### config.mk
export PLATFORM = sky130hd
export DESIGN_NAME = mem_port_arbiter
export DESIGN_NICKNAME = d
export VERILOG_FILES = /design/src/rtl/mem_port_arbiter.sv
export SDC_FILE = /design/constraint.sdc
export NUM_CORES = 1
export LEC_CHECK = 0
export BUFFER_PORTS_ARGS = -buffer_cell sky130_fd_sc_hd__buf_2
export CORE_AREA = 2 2 114 116
export DETAILED_ROUTE_END_ITERATION = 10
export DIE_AREA = 0 0 116 118
export HOLD_SLACK_MARGIN = 0.03
export PLACE_DENSITY = 0.89
export SYNTH_ARGS = -nofsm -noshare
export SYNTH_HDL_FRONTEND = slang
export SYNTH_SLANG_ARGS = --single-unit
### constraint.sdc
create_clock -name clk_i -period 2.2 [get_ports clk_i]
set_clock_uncertainty 0.2 [all_clocks]
set_input_delay 0.22 -clock clk_i [delete_from_list [all_inputs] [get_ports clk_i]]
set_output_delay 0.22 -clock clk_i [all_outputs]
set_load 0.01 [all_outputs]
### src/rtl/mem_port_arbiter.sv
// Shares one single-port memory between instruction fetch and data access.
// Data access has priority, but a starvation counter guarantees fetch progress.
module mem_port_arbiter #(
   parameter int unsigned ADDR_W     = 32,
   parameter int unsigned DATA_W     = 32,
   parameter int unsigned STARVE_LIM = 4
) (
   input  logic              clk_i,
   input  logic              rst_i,
   input  logic              if_req_i,
   input  logic [ADDR_W-1:0] if_addr_i,
   input  logic              if_abort_i,
   output logic [DATA_W-1:0] if_rdata_o,
   output logic              if_valid_o,
   output logic              if_stall_o,
   input  logic              dm_req_i,
   input  logic              dm_we_i,
   input  logic [ADDR_W-1:0] dm_addr_i,
   input  logic [DATA_W-1:0] dm_wdata_i,
   output logic [DATA_W-1:0] dm_rdata_o,
   output logic              dm_valid_o,
   output logic              dm_stall_o,
   output logic              mem_req_o,
   output logic              mem_we_o,
   output logic [ADDR_W-1:0] mem_addr_o,
   output logic [DATA_W-1:0] mem_wdata_o,
   input  logic              mem_ack_i,
   input  logic [DATA_W-1:0] mem_rdata_i
);

   typedef enum logic [1:0] {
      ST_IDLE    = 2'd0,
      ST_IF_BUSY = 2'd1,
      ST_DM_BUSY = 2'd2,
      ST_RESP    = 2'd3
   } state_e;

   localparam logic [3:0] STARVE_MAX = 4'(STARVE_LIM);

   state_e            state_q;
   logic [3:0]        starve_cnt_q;
   logic [3:0]        starve_cnt_d;
   logic              drop_q;
   logic              drop_d;
   logic              mem_req_q;
   logic              mem_we_q;
   logic [ADDR_W-1:0] mem_addr_q;
   logic [DATA_W-1:0] mem_wdata_q;
   logic [DATA_W-1:0] if_rdata_q;
   logic              if_valid_q;
   logic [DATA_W-1:0] dm_rdata_q;
   logic              dm_valid_q;

   logic              starve_hit;
   logic              dm_grant;
   logic              if_grant;
   logic              req_lost;

   // Grant selection, starvation counter update and result-drop detection.
   always_comb begin
      starve_hit = if_req_i & (starve_cnt_q == STARVE_MAX);
      dm_grant   = dm_req_i & ~starve_hit;
      if_grant   = ~dm_grant & if_req_i & ~if_abort_i;

      // A requester leaving before its valid (abort, or a protocol error) forfeits the result.
      case (state_q)
         ST_IF_BUSY: req_lost = ~if_req_i | if_abort_i;
         ST_DM_BUSY: req_lost = ~dm_req_i;
         default:    req_lost = 1'b0;
      endcase
      drop_d = drop_q | req_lost;

      if (dm_grant) begin
         if (if_req_i) begin
            if (starve_cnt_q == STARVE_MAX) begin
               starve_cnt_d = starve_cnt_q;
            end else begin
               starve_cnt_d = starve_cnt_q + 4'd1;
            end
         end else begin
            starve_cnt_d = 4'd0;
         end
      end else if (if_grant) begin
         starve_cnt_d = 4'd0;
      end else begin
         starve_cnt_d = starve_cnt_q;
      end
   end

   // Arbitration FSM with registered memory-side and response outputs.
   always_ff @(posedge clk_i) begin
      if (rst_i) begin
         state_q      <= ST_IDLE;
         starve_cnt_q <= 4'd0;
         drop_q       <= 1'b0;
         mem_req_q    <= 1'b0;
         mem_we_q     <= 1'b0;
         mem_addr_q   <= {ADDR_W{1'b0}};
         mem_wdata_q  <= {DATA_W{1'b0}};
         if_rdata_q   <= {DATA_W{1'b0}};
         if_valid_q   <= 1'b0;
         dm_rdata_q   <= {DATA_W{1'b0}};
         dm_valid_q   <= 1'b0;
      end else begin
         if_valid_q <= 1'b0;
         dm_valid_q <= 1'b0;
         case (state_q)
            ST_IDLE: begin
               starve_cnt_q <= starve_cnt_d;
               if (dm_grant) begin
                  state_q     <= ST_DM_BUSY;
                  mem_req_q   <= 1'b1;
                  mem_we_q    <= dm_we_i;
                  mem_addr_q  <= dm_addr_i;
                  mem_wdata_q <= dm_wdata_i;
               end else if (if_grant) begin
                  state_q     <= ST_IF_BUSY;
                  mem_req_q   <= 1'b1;
                  mem_we_q    <= 1'b0;
                  mem_addr_q  <= if_addr_i;
                  mem_wdata_q <= {DATA_W{1'b0}};
               end else begin
                  state_q <= ST_IDLE;
               end
            end
            ST_IF_BUSY: begin
               drop_q <= drop_d;
               if (mem_ack_i) begin
                  mem_req_q <= 1'b0;
                  state_q   <= ST_RESP;
                  if (!drop_d) begin
                     if_rdata_q <= mem_rdata_i;
                     if_valid_q <= 1'b1;
                  end
               end
            end
            ST_DM_BUSY: begin
               drop_q <= drop_d;
               if (mem_ack_i) begin
                  mem_req_q <= 1'b0;
                  state_q   <= ST_RESP;
                  if (!drop_d) begin
                     dm_rdata_q <= mem_rdata_i;
                     dm_valid_q <= 1'b1;
                  end
               end
            end
            ST_RESP: begin
               drop_q  <= 1'b0;
               state_q <= ST_IDLE;
            end
            default: begin
               state_q   <= ST_IDLE;
               mem_req_q <= 1'b0;
               drop_q    <= 1'b0;
            end
         endcase
      end
   end

   assign mem_req_o   = mem_req_q;
   assign mem_we_o    = mem_we_q;
   assign mem_addr_o  = mem_addr_q;
   assign mem_wdata_o = mem_wdata_q;
   assign if_rdata_o  = if_rdata_q;
   // A flush arriving in the response cycle still kills the fetch pulse.
   assign if_valid_o  = if_valid_q & ~if_abort_i;
   assign dm_rdata_o  = dm_rdata_q;
   assign dm_valid_o  = dm_valid_q;
   assign dm_stall_o  = dm_req_i & ~dm_valid_o;
   assign if_stall_o  = (if_req_i & ~if_valid_o) | dm_stall_o;

endmodule

; ---- Word level (Yosys, flattened, before mapping)
; Cells that the tools add are included.
[classes]
reduce_logical = 12
eq_ne = 7
add_sub_neg = 1
mux = 22
bitwise_logic = 20
[op_table]
columns = op, n
row1 = two-way mux 32 bit, 4
row2 = two-way mux 4 bit, 4
row3 = AND reduction 3 bit, 4
row4 = inverter 1 bit, 10
row5 = two-way mux 1 bit, 8
row6 = AND 1 bit, 7
row7 = "!= test 3 bit, second input constant", 2
row8 = one-hot mux 1 bit (2 select lines), 3
row9 = one-hot mux 2 bit (3 select lines), 1
row10 = nonzero test 2 bit, 3
row11 = OR reduction 2 bit, 3
row12 = "adder 4 x 1 -> 4 bit, second input constant", 1
row13 = "equality test 2 bit, second input constant", 2
row14 = "equality test 4 x 3 -> 1 bit, second input constant", 1
row15 = two-way mux 2 bit, 2
row16 = bitwise OR 1 bit, 3
row17 = "equality test 2 x 1 -> 1 bit, second input constant", 1
row18 = zero test 2 bit, 1
row19 = "!= test 2 x 1 -> 1 bit, second input constant", 1
row20 = AND reduction 2 bit, 1
[word_totals]
elab_cells = 73
inputBits = 135
reg_bits = 139

; ---- Depth between registers and ports, before layout
; Gate-level depths: netlist of run 1.
[logic_depth]
word_depth = 10
mapped_depth = 8
depth_no_buf = 6

; ---- Least setup slack after synthesis of run 1
; No wires, ideal clock.
[synth_path]
kind = register to register
start = register starve_cnt_q[0]
end = register mem_wdata_q[0], in the netlist mem_wdata_o[0]
setup_ps = 60
t_arrival_ps = 1633
slack_ps = 308
path_buffers = 1
stages_incl_launch_ff = 8
path_cell_list = dfxtp_1 -> inv_1 -> ha_1 -> nand4b_4 -> nand2_2 -> nor3_2 -> clkbuf_1 -> a22o_1
[synth_via]
elab_chain_cells = 9
elab_cells_between_ends = 10
cone_classes = 1 x eq/ne / 1 x mux / 6 x bitwise / 2 x reduce/logical
[synth_rtl]
columns = item, line_no
row1 = start: declaration, 41  ; logic [3:0] starve_cnt_q;
row2 = start signal: assignment, 109  ; starve_cnt_q <= starve_cnt_d;
row3 = equality test 4 x 3 -> 1 bit (*), 61  ; starve_hit = if_req_i & (starve_cnt_q == STARVE_MAX);
row4 = AND 1 bit (*), 61
row5 = inverter 1 bit (*), 62  ; dm_grant = dm_req_i & ~starve_hit;
row6 = AND 1 bit (*), 62
row7 = inverter 1 bit, 63  ; if_grant = ~dm_grant & if_req_i & ~if_abort_i;
row8 = AND 1 bit (2 in a row), 63
row9 = nonzero test 2 bit (no line), -
row10 = AND reduction 2 bit (no line), -
row11 = end signal: assignment, 99  ; mem_wdata_q <= {DATA_W{1'b0}};
row12 = end signal: assignment, 115  ; mem_wdata_q <= dm_wdata_i;
row13 = end signal: assignment, 121  ; mem_wdata_q <= {DATA_W{1'b0}};
row14 = end: declaration, 48  ; logic [DATA_W-1:0] mem_wdata_q;
; Every way passes the cells marked *; elsewhere a longest branch is shown, timed or not.
; A chain may end at the register's enable or synchronous reset.

; ---- Final worst setup path of run 1
[layout_path]
start = register starve_cnt_q[0]
end = register mem_req_q, in the netlist mem_req_o
[layout_via]
elab_chain_cells = 9
elab_cells_between_ends = 11
cone_classes = 2 x eq/ne / 2 x mux / 6 x bitwise / 1 x reduce/logical
[layout_rtl]
columns = item, line_no
row1 = equality test 4 x 3 -> 1 bit (*), 61
row2 = AND 1 bit (*), 61
row3 = inverter 1 bit (*), 62
row4 = AND 1 bit (*), 62
row5 = inverter 1 bit, 63
row6 = AND 1 bit (2 in a row), 63
row7 = != test 3 bit (no line), -
row8 = AND reduction 3 bit (no line), -
row9 = end signal: assignment, 96  ; mem_req_q <= 1'b0;
row10 = end signal: assignment, 112  ; mem_req_q <= 1'b1;
row11 = end signal: assignment, 118  ; mem_req_q <= 1'b1;
row12 = end: declaration, 45  ; logic mem_req_q;
; Marked as above.

==> flow_summary.ini, run 1 <==
[layout]
syn2layout_area_growth_pct = 55.9
diodes = 0
fillCellCount = 833
drive_above_1_share_pct = 34.3
multi_input_area_um2 = 2450
fin_nets = 1071
final_core_util_pct = 70.4
seqCellArea_um2 = 2780
final_area_um2 = 8730
fin_cells = 1113

[setup_path]
path_class = flip-flop to flip-flop
crit_fanout = 5
critical_path_arrival_ns = 2.18
r2r_start = starve_cnt_q[0]
crit_required_ns = 2.30
crit_path_end_kind = flip-flop
startpoint_type = flip-flop
r2r_setup_slack_ns = 0.12
r2r_cells = 7
rr_endpoint = mem_req_o

[die]
die_h_um = 118
core_area_um2 = 12400
die_area_um2 = 13700
ios = 269
die_w_um = 116
rows = 41
initial_core_util_pct = 45.1

[placement]
dpl.cell_count = 980
io_buffers = 268
gp_congestion = 0.804
postPlaceCellArea_um2 = 7140
dp_hpwl_mm = 10.8

[synthesis]
ys_top_cells_by_area = dfxtp_1, mux2i_1, nand2_1
syn_area_um2 = 5600
synth_largest_area_cell = dfxtp_1
yosys.area_share.xor_xnor_pct = 0
synthMuxAreaShare_pct = 11.4
ys_warn_count = 0
synth.distinct_cells = 39
synth_cells = 574
synth_nets = 716
synth_edf_count = 0
synthFlopType = dfxtp_1
synth_common_cells = dfxtp_1, nand2_1, mux2i_1, inv_1, a22o_1
synth_most_common_cell = dfxtp_1
ys_ff_latch = 139
syn_avg_cell_area_um2 = 9.76
ys_seq_area_share_pct = 49.7
synthArstFlopShare_pct = 0
yosysTopAreaCellShare_pct = 49.7
synth_fa_ha_area_share_pct = 1.56
synth_compound_area_share_pct = 20.6
yosys.area_share.simple_pct = 9.67
synth_top_family_by_area = compound AO/OA/AOI/OAI gates

[clock_network]
cts_buffer_depth = 2
clkSlewWorstSetupHoldPaths_ns = 0.06
cts_buffers = 17
post-cts-setup-buffers = 0
cts_tree = yes
clock_sinks = 139
clock_latency_ns = 0.42
clockRootBuffer = clkbuf_16
htree_levels = 4

[hold_path]
hp-start = if_addr_i[16]
hold_end = mem_addr_o[16]
holdPathStages = 4
min_path_type = input pin to flip-flop

[detailed_routing]
vias = 5947
top_layer_used = met4
routed_wl_mm = 19.5
m1WireLength_mm = 7.39
initialDrtViolationCount = 613
vias_per_cell = 5.34
met2_length_mm = 9.52
route.antenna.remaining_nets = 0
drt_first_pass_iters = 5
wl_per_cell_um = 17.5
routed-wl-met3_mm = 1.73
drc_errors = 0

[sta]
finalCriticalPeriod_ns = 2.08
hold_viol_final = 0
maxSlewViolCount = 0
rsz0062_at_grt = false
max_freq_ghz = 0.481
tightest_slew_ns = 0.372
min_period_over_period_pct = 94.4
relSlewSlack_pct = 75.2
tns_ns = 0
setup_violations = 0

[run_status]
status = finished, final reports clean

[power_and_ir_drop]
p_leak_uw = 0.00422
power_density_nw_per_um2 = 934
ir_worst_vdd_mv = 0.618

[flow_run]
cap_violations = 0

[global_routing]
overflow = 0
grt_pass1_wl_mm = 30.4
grt_pass1_vias = 6023
grt_max_degree = 61
grtUsageTotal_pct = 28.1
antenna_found_initial = 0
-- cell usage in the layout, fill, tap and decap left out, types with 3 or more instances in the layout --
master / synthesis / final
nor2_1: 7 / 7
inv_6: 0 / 3
mux2i_1: 64 / 64
a211o_1: 32 / 32
buf_4: 1 / 5
ha_1: 7 / 6
buf_2: 9 / 268
clkinvlp_4: 0 / 3
a21oi_1: 3 / 3
o21ai_0: 32 / 32
nand2b_1: 3 / 3
a22o_1: 34 / 34
inv_1: 41 / 40
dfxtp_1: 139 / 139
nand2_1: 103 / 103
clkbuf_16: 0 / 17
buf_12: 0 / 8
nand3_1: 3 / 3
dlygate4sd3_1: 0 / 102
a221oi_1: 32 / 32
-- timing repair --
item | CTS | global route
hold buffers | 102 | 0
endpoints found under the hold margin | 134 | 0
endpoints found under the setup margin | 0 | 4
gates resized for setup | 0 | 4
-- final cells by class --
cell class	instances	area share, %
multi-input combinational	345	28.0
timing repair buffer	384	29.4
clock buffer	20	5.11
clock inverter	11	1.29
tap	172	2.46
inverter	42	1.80
sequential	139	31.9
-- logic make-up after synthesis --
family / after synthesis
compound gates: 146
fa+ha+maj: 7
buf+inv: 90
simple gates: 128
flops: 139
mux: 64
-- critical path: stages, from the launching register on --
cell and delay (ns):
dfxtp_1 0.35, inv_1 0.07, ha_1 0.18, nand4b_4 0.16, a21o_4 0.28, nand3_1 0.09, a31oi_1 0.08, dlygate4sd3_1 0.55
-- metal layers --
metal	track usage (%)	vias up
met2	46.7	353
met3	8.86	71
met4	14.5	0
met5	0	-
li1	-	2740
met1	32.1	2783
-- through the flow --
stage / setup slack [ns] / hold WS [ns] / total power, uW
4_1_cts: 0.101 / 0.0759 / 8080
6_report: 0.122 / 0.0922 / 8160
2_1_floorplan: 0.308 / 0.145 / 4370
3_5_place_dp: 0.239 / 0.235 / 5200
3_3_place_gp: 0.293 / 0.229 / 5160
5_1_grt: 0.0350 / 0.108 / 8510
-- state kept, by name, summed over array words and instances (netlist names) --
name and count:
dm_rdata_o 32, starve_cnt_q 4, dm_valid_o 1, if_rdata_o 32, mem_wdata_o 32, mem_we_o 1
drop_q 1, if_valid_q 1, mem_addr_o 32, state_q 2, mem_req_o 1
-- worst max path at each step --
stage,from,end,slack [ns],cells after the start
2_1_floorplan,starve_cnt_q[0],mem_wdata_o[0],0.31,7
3_3_place_gp,state_q[0],if_rdata_o[3],0.29,6
3_5_place_dp,state_q[0],if_rdata_o[15],0.24,6
4_1_cts,starve_cnt_q[0],mem_req_o,0.10,7
5_1_grt,starve_cnt_q[0],mem_req_o,0.03,7
6_report,starve_cnt_q[0],mem_req_o,0.12,7
-- report_power, final --
group	leakage, uW	total, uW	internal [uW]	switching [uW]
sequential	0.00114	3150	2920	231
clock	0.000265	2740	1600	1150
combinational	0.00281	2260	1010	1250
total	0.00422	8160	5530	2630
Note: power is estimated with default switching activity, not from simulation.
==> inputs of run 2 (changes only) <==
--- a/config.mk
+++ b/config.mk
@@ -7,9 +7,11 @@
 export LEC_CHECK = 0
 export BUFFER_PORTS_ARGS = -buffer_cell sky130_fd_sc_hd__buf_2
 export CORE_AREA = 2 2 114 116
+export CTS_BUF_LIST = sky130_fd_sc_hd__clkbuf_16
 export DETAILED_ROUTE_END_ITERATION = 10
 export DIE_AREA = 0 0 116 118
 export HOLD_SLACK_MARGIN = 0.03
+export MAX_ROUTING_LAYER = met4
 export PLACE_DENSITY = 0.89
 export SYNTH_ARGS = -nofsm -noshare
 export SYNTH_HDL_FRONTEND = slang
==> run 2 against run 1 <==
Against the previous run:
- power fell by 0.47%
- first-iteration DRC count increased by 17%
- clock-buffer cell count shrank 3
- worst setup slack got worse by 0.0041 ns
- worst hold slack about the same
- critical endpoint unchanged
- largest power group unchanged
- highest routed layer unchanged
==> flow_summary.ini, run 2 (synthesized netlist as in run 1, its figures left out) <==
[layout]
fin_nets = 1071
fin_cells = 1113
mostFrequentLayoutCells = buf_2, dfxtp_1, nand2_1
multi_input_area_um2 = 2450
syn2layout_area_growth_pct = 55.7
drive_above_1_share_pct = 34.2
final_common_cell = buf_2
seqCellArea_um2 = 2780
fillCellCount = 832
diodes = 0

[clock_network]
cts_tree = yes
clockRootBuffer = clkbuf_16
clock_latency_ns = 0.42
clock_sinks = 139
cts_buffer_depth = 2
clkSlewWorstSetupHoldPaths_ns = 0.06
cts_buffers = 17
htree_levels = 4

[sta]
tightest_slew_ns = 0.362
max_freq_ghz = 0.480
tns_ns = 0
maxSlewViolCount = 0
setup_violations = 0
relSlewSlack_pct = 75.9
finalCriticalPeriod_ns = 2.08
min_period_over_period_pct = 94.6
holdWs_ns = 0.0925
rsz0062_at_grt = false
hold_viol_final = 0

[global_routing]
gr-usage-met1_pct = 32.8
grtUsageMet3_pct = 7.47
grt_max_degree = 61
grt_pass1_vias = 6037
antenna_found_initial = 0
grt_pass1_wl_mm = 30.4
top_usage_layer = met2
grtUsageTotal_pct = 29.0
overflow = 0
met2_usage_pct = 47.0

[detailed_routing]
initialDrtViolationCount = 719
vias = 5939
drt_first_pass_iters = 5
routed_wl_mm = 19.6
wl_per_cell_um = 17.6
vias_per_cell = 5.34
drc_errors = 0
route.antenna.remaining_nets = 0

[power_and_ir_drop]
p_leak_uw = 0.00422
power_density_nw_per_um2 = 931
ir_worst_vdd_mv = 0.544

[setup_path]
critical_path_arrival_ns = 2.25
cpMaxStageDelayCell = dlygate4sd3_1
crit_fanout = 5
r2r_start = starve_cnt_q[0]
path_buf_inv = 2
crit_path_end_kind = flip-flop
cp_cell_sequence = inv_1 > ha_1 > nand4b_4 > nand2_2 > nand4_1 > a31oi_1 > dlygate4sd3_1
worstSetupStartpoint = starve_cnt_q[0]
crit_required_ns = 2.36
path_class = flip-flop to flip-flop
crit_family = buffers and inverters
startpoint_type = flip-flop
critPathMaxStageDelay_ns = 0.55
r2r_cells = 7
crit_cells = 7

[die]
core_area_um2 = 12400
initial_core_util_pct = 45.1
ios = 269
die_h_um = 118
die_area_um2 = 13700
rows = 41
die_w_um = 116

[placement]
gp_congestion = 0.815
dp_hpwl_mm = 10.8
io_buffers = 268
dpl.cell_count = 980

[hold_path]
min_path_type = input pin to flip-flop
holdPathStages = 4
hp-start = if_addr_i[16]

[run_status]
status = finished, final reports clean

[flow_run]
cap_violations = 0
-- run 2: tightest hold or removal path, stage by stage --
cell      delay [ns]
buf_2           0.10
a211o_1         0.21
o21ai_0         0.06
a221oi_1        0.07
-- run 2: path summary, 6_finish.rpt --
check | endpoint | slack (ns)
worst max-delay path | mem_req_o | 0.12
worst min register to register | if_rdata_o[23] | 0.25
worst min-delay path | mem_addr_o[16] | 0.09
worst max register to register | mem_req_o | 0.12
-- run 2: layout make-up --
type | instances | share of cell area, %
flip-flops and latches | 139 | 31.9
repair buffers | 384 | 29.5
multi-input cells | 345 | 28.1
clock buffers | 17 | 4.88
well taps | 172 | 2.47
inverters | 42 | 1.81
clock inverters | 14 | 1.42
-- run 2: through the flow --
step / util, % / area (um^2) / setup slack, ns / power, uW
5_1_grt: 70.3 / 8720 / 0.0345 / 8470
2_1_floorplan: - / 5600 / 0.308 / 4370
4_1_cts: 70.2 / 8710 / 0.101 / 8030
3_5_place_dp: 57.5 / 7140 / 0.239 / 5200
6_report: 70.3 / 8720 / 0.118 / 8120
3_3_place_gp: 57.5 / 7140 / 0.293 / 5160
-- run 2: report_power, final --
part           switching (uW)  internal (uW)  total (uW)  leakage, uW
logic                    1250           1010        2260      0.00281
clock network            1150           1550        2700     0.000268
registers                 233           2920        3150      0.00114
-- run 2: repair_timing --
| item | CTS | global route |
|---|---|---|
| setup endpoints to repair | 0 | 2 |
| setup buffers | 0 | 0 |
| gates resized for setup | 0 | 4 |
| hold endpoints to repair | 134 | 0 |
| hold buffers | 102 | 0 |
-- run 2: per-layer routing --
metal	part of all wire, %	routed length, um
met4	4.7	910
met2	49	9550
met5	0	0
met3	8.3	1630
met1	38	7470
==> inputs of run 3 (changes only) <==
--- a/config.mk
+++ b/config.mk
@@ -13,6 +13,7 @@
 export HOLD_SLACK_MARGIN = 0.03
 export MAX_ROUTING_LAYER = met4
 export PLACE_DENSITY = 0.89
+export SETUP_SLACK_MARGIN = 0.3
 export SYNTH_ARGS = -nofsm -noshare
 export SYNTH_HDL_FRONTEND = slang
 export SYNTH_SLANG_ARGS = --single-unit
==> run 3 against run 2 <==
Against the previous run:
- via count is 6.7% higher
- maximum frequency is 4.3% higher
- sequential power hardly changed
- global-route usage is 0.74 points higher
- worst setup slack better by 0.085 ns
- utilization is 4.2 points higher
- die area stayed put
- largest cell class is now buffers
- sequential share of layout area is 1.7 points lower
- clock power hardly changed
- combinational power is 19% higher
- power is 6.0% higher
- cell count is 2.3% higher
==> flow_summary.ini, run 3 (synthesized netlist as in run 1, its figures left out) <==
[flow_run]
cap_violations = 0

[clock_network]
cts_buffers = 17
clockRootBuffer = clkbuf_16
clock_latency_ns = 0.42
htree_levels = 4
cts_tree = yes
clkSlewWorstSetupHoldPaths_ns = 0.07
clock_sinks = 139
cts_buffer_depth = 2

[setup_path]
startpoint_type = flip-flop
path_class = flip-flop to flip-flop
crit_required_ns = 2.36
crit_fanout = 7
r2r_setup_slack_ns = 0.20
crit_path_end_kind = flip-flop
critical_path_arrival_ns = 2.15

[sta]
min_period_over_period_pct = 90.7
relSlewSlack_pct = 75.3
maxSlewViolCount = 0
hold_viol_final = 0
setup_violations = 0
rsz0062_at_grt = true
setup_slack_ns = 0.204
tightest_slew_ns = 0.370
tns_ns = 0
finalCriticalPeriod_ns = 2.00
max_freq_ghz = 0.501

[power_and_ir_drop]
power_uw = 8600
p_leak_uw = 0.00446
power_density_nw_per_um2 = 931
ir_worst_vdd_mv = 0.554

[global_routing]
grt_pass1_vias = 6092
grt_pass1_wl_mm = 31.0
antenna_found_initial = 0
grtUsageTotal_pct = 29.8
overflow = 0
grt_max_degree = 61

[die]
initial_core_util_pct = 45.1
die_area_um2 = 13700
core_area_um2 = 12400
die_h_um = 118
rows = 41
ios = 269
die_w_um = 116

[placement]
io_buffers = 268
pre_cts_ws_ns = 0.239
dp_hpwl_mm = 10.8
gp_congestion = 0.815

[detailed_routing]
vias_per_cell = 5.56
routed_wl_mm = 22.6
initialDrtViolationCount = 660
wl_per_cell_um = 19.8
route.antenna.remaining_nets = 0
drt_first_pass_iters = 5
vias = 6337
drc_errors = 0

[layout]
drive_above_1_share_pct = 37.8
final_common_cell = buf_2
fillCellCount = 772
mostFrequentLayoutCells = buf_2, dfxtp_1, nand2_1
syn2layout_area_growth_pct = 65.0
fin_nets = 1097
diodes = 0

[run_status]
status = finished, final reports clean

[hold_path]
min_path_type = input pin to flip-flop
==> run 3: changes by cell type in the layout (fill, tap and decap cells not counted), moves of 4 or more <==
cell       previous run  this run
buf_6                 1         7
o21ai_1               0        13
ha_4                  0         4
inv_1                42        38
mux2i_1              64        60
buf_4                 5        14
dfxtp_1             139       135
o21ai_0              32        19
clkbuf_16            17        24
==> run 3: worst max-delay path, cell delays in order (launching register included) <==
cell and delay [ns]:
dfxtp_2 0.35, inv_2 0.09, ha_4 0.16, nand4b_4 0.21, a21o_4 0.30, a21oi_4 0.15, buf_12 0.16, clkbuf_16 0.15
a22o_1 0.16
==> run 3: report_power, final <==
part | total, uW | switching, uW | internal [uW]
Combinational | 2700 | 1420 | 1280
Sequential | 3180 | 252 | 2930
Clock | 2720 | 1170 | 1550
==> run 3: final timing paths <==
check,start,to,cells after the start
worst min register to register,if_rdata_o[23],if_rdata_o[23],2
worst min-delay path,if_addr_i[25],mem_addr_o[25],4
worst max register to register,starve_cnt_q[1],starve_cnt_q[0],8
worst max-delay path,starve_cnt_q[1],starve_cnt_q[0],8
==> run 3: final cells by class <==
class / count / area (um^2) / share of cell area, %
timing repair buffer: 410 / 2990 / 32.4
multi-input combinational: 345 / 2530 / 27.4
clock inverter: 14 / 124 / 1.34
inverter: 42 / 163 / 1.76
sequential: 139 / 2790 / 30.2
clock buffer: 17 / 425 / 4.60
tap: 172 / 215 / 2.33
==> run 3: metal layers <==
metal	up-vias	wire (um)	global-route usage [%]
met5	-	0	-
met4	0	1170	14.2
met3	104	2000	7.72
met2	451	11200	49.5
met1	2981	8260	32.9
li1	2801	-	-
==> run 3: repair_timing <==
item                                    4_1_cts  5_1_grt
hold buffers                                101        0
endpoints found under the setup margin       93      110
cloned                                        1       11
pin swaps                                     2       53
endpoints found under the hold margin       134        0
gates resized for setup                       4       51
buffers inserted                              2       13
==> run 3: through the flow <==
stage	instance area, um^2	util (%)	hold slack [ns]	instances
global route	9250	74.5	0.116	1139
CTS	8770	70.6	0.0759	1115
global placement	7140	57.5	0.229	980
floorplan	5600	-	0.145	574
finish	9250	74.5	0.0966	1139
detailed placement	7140	57.5	0.235	980
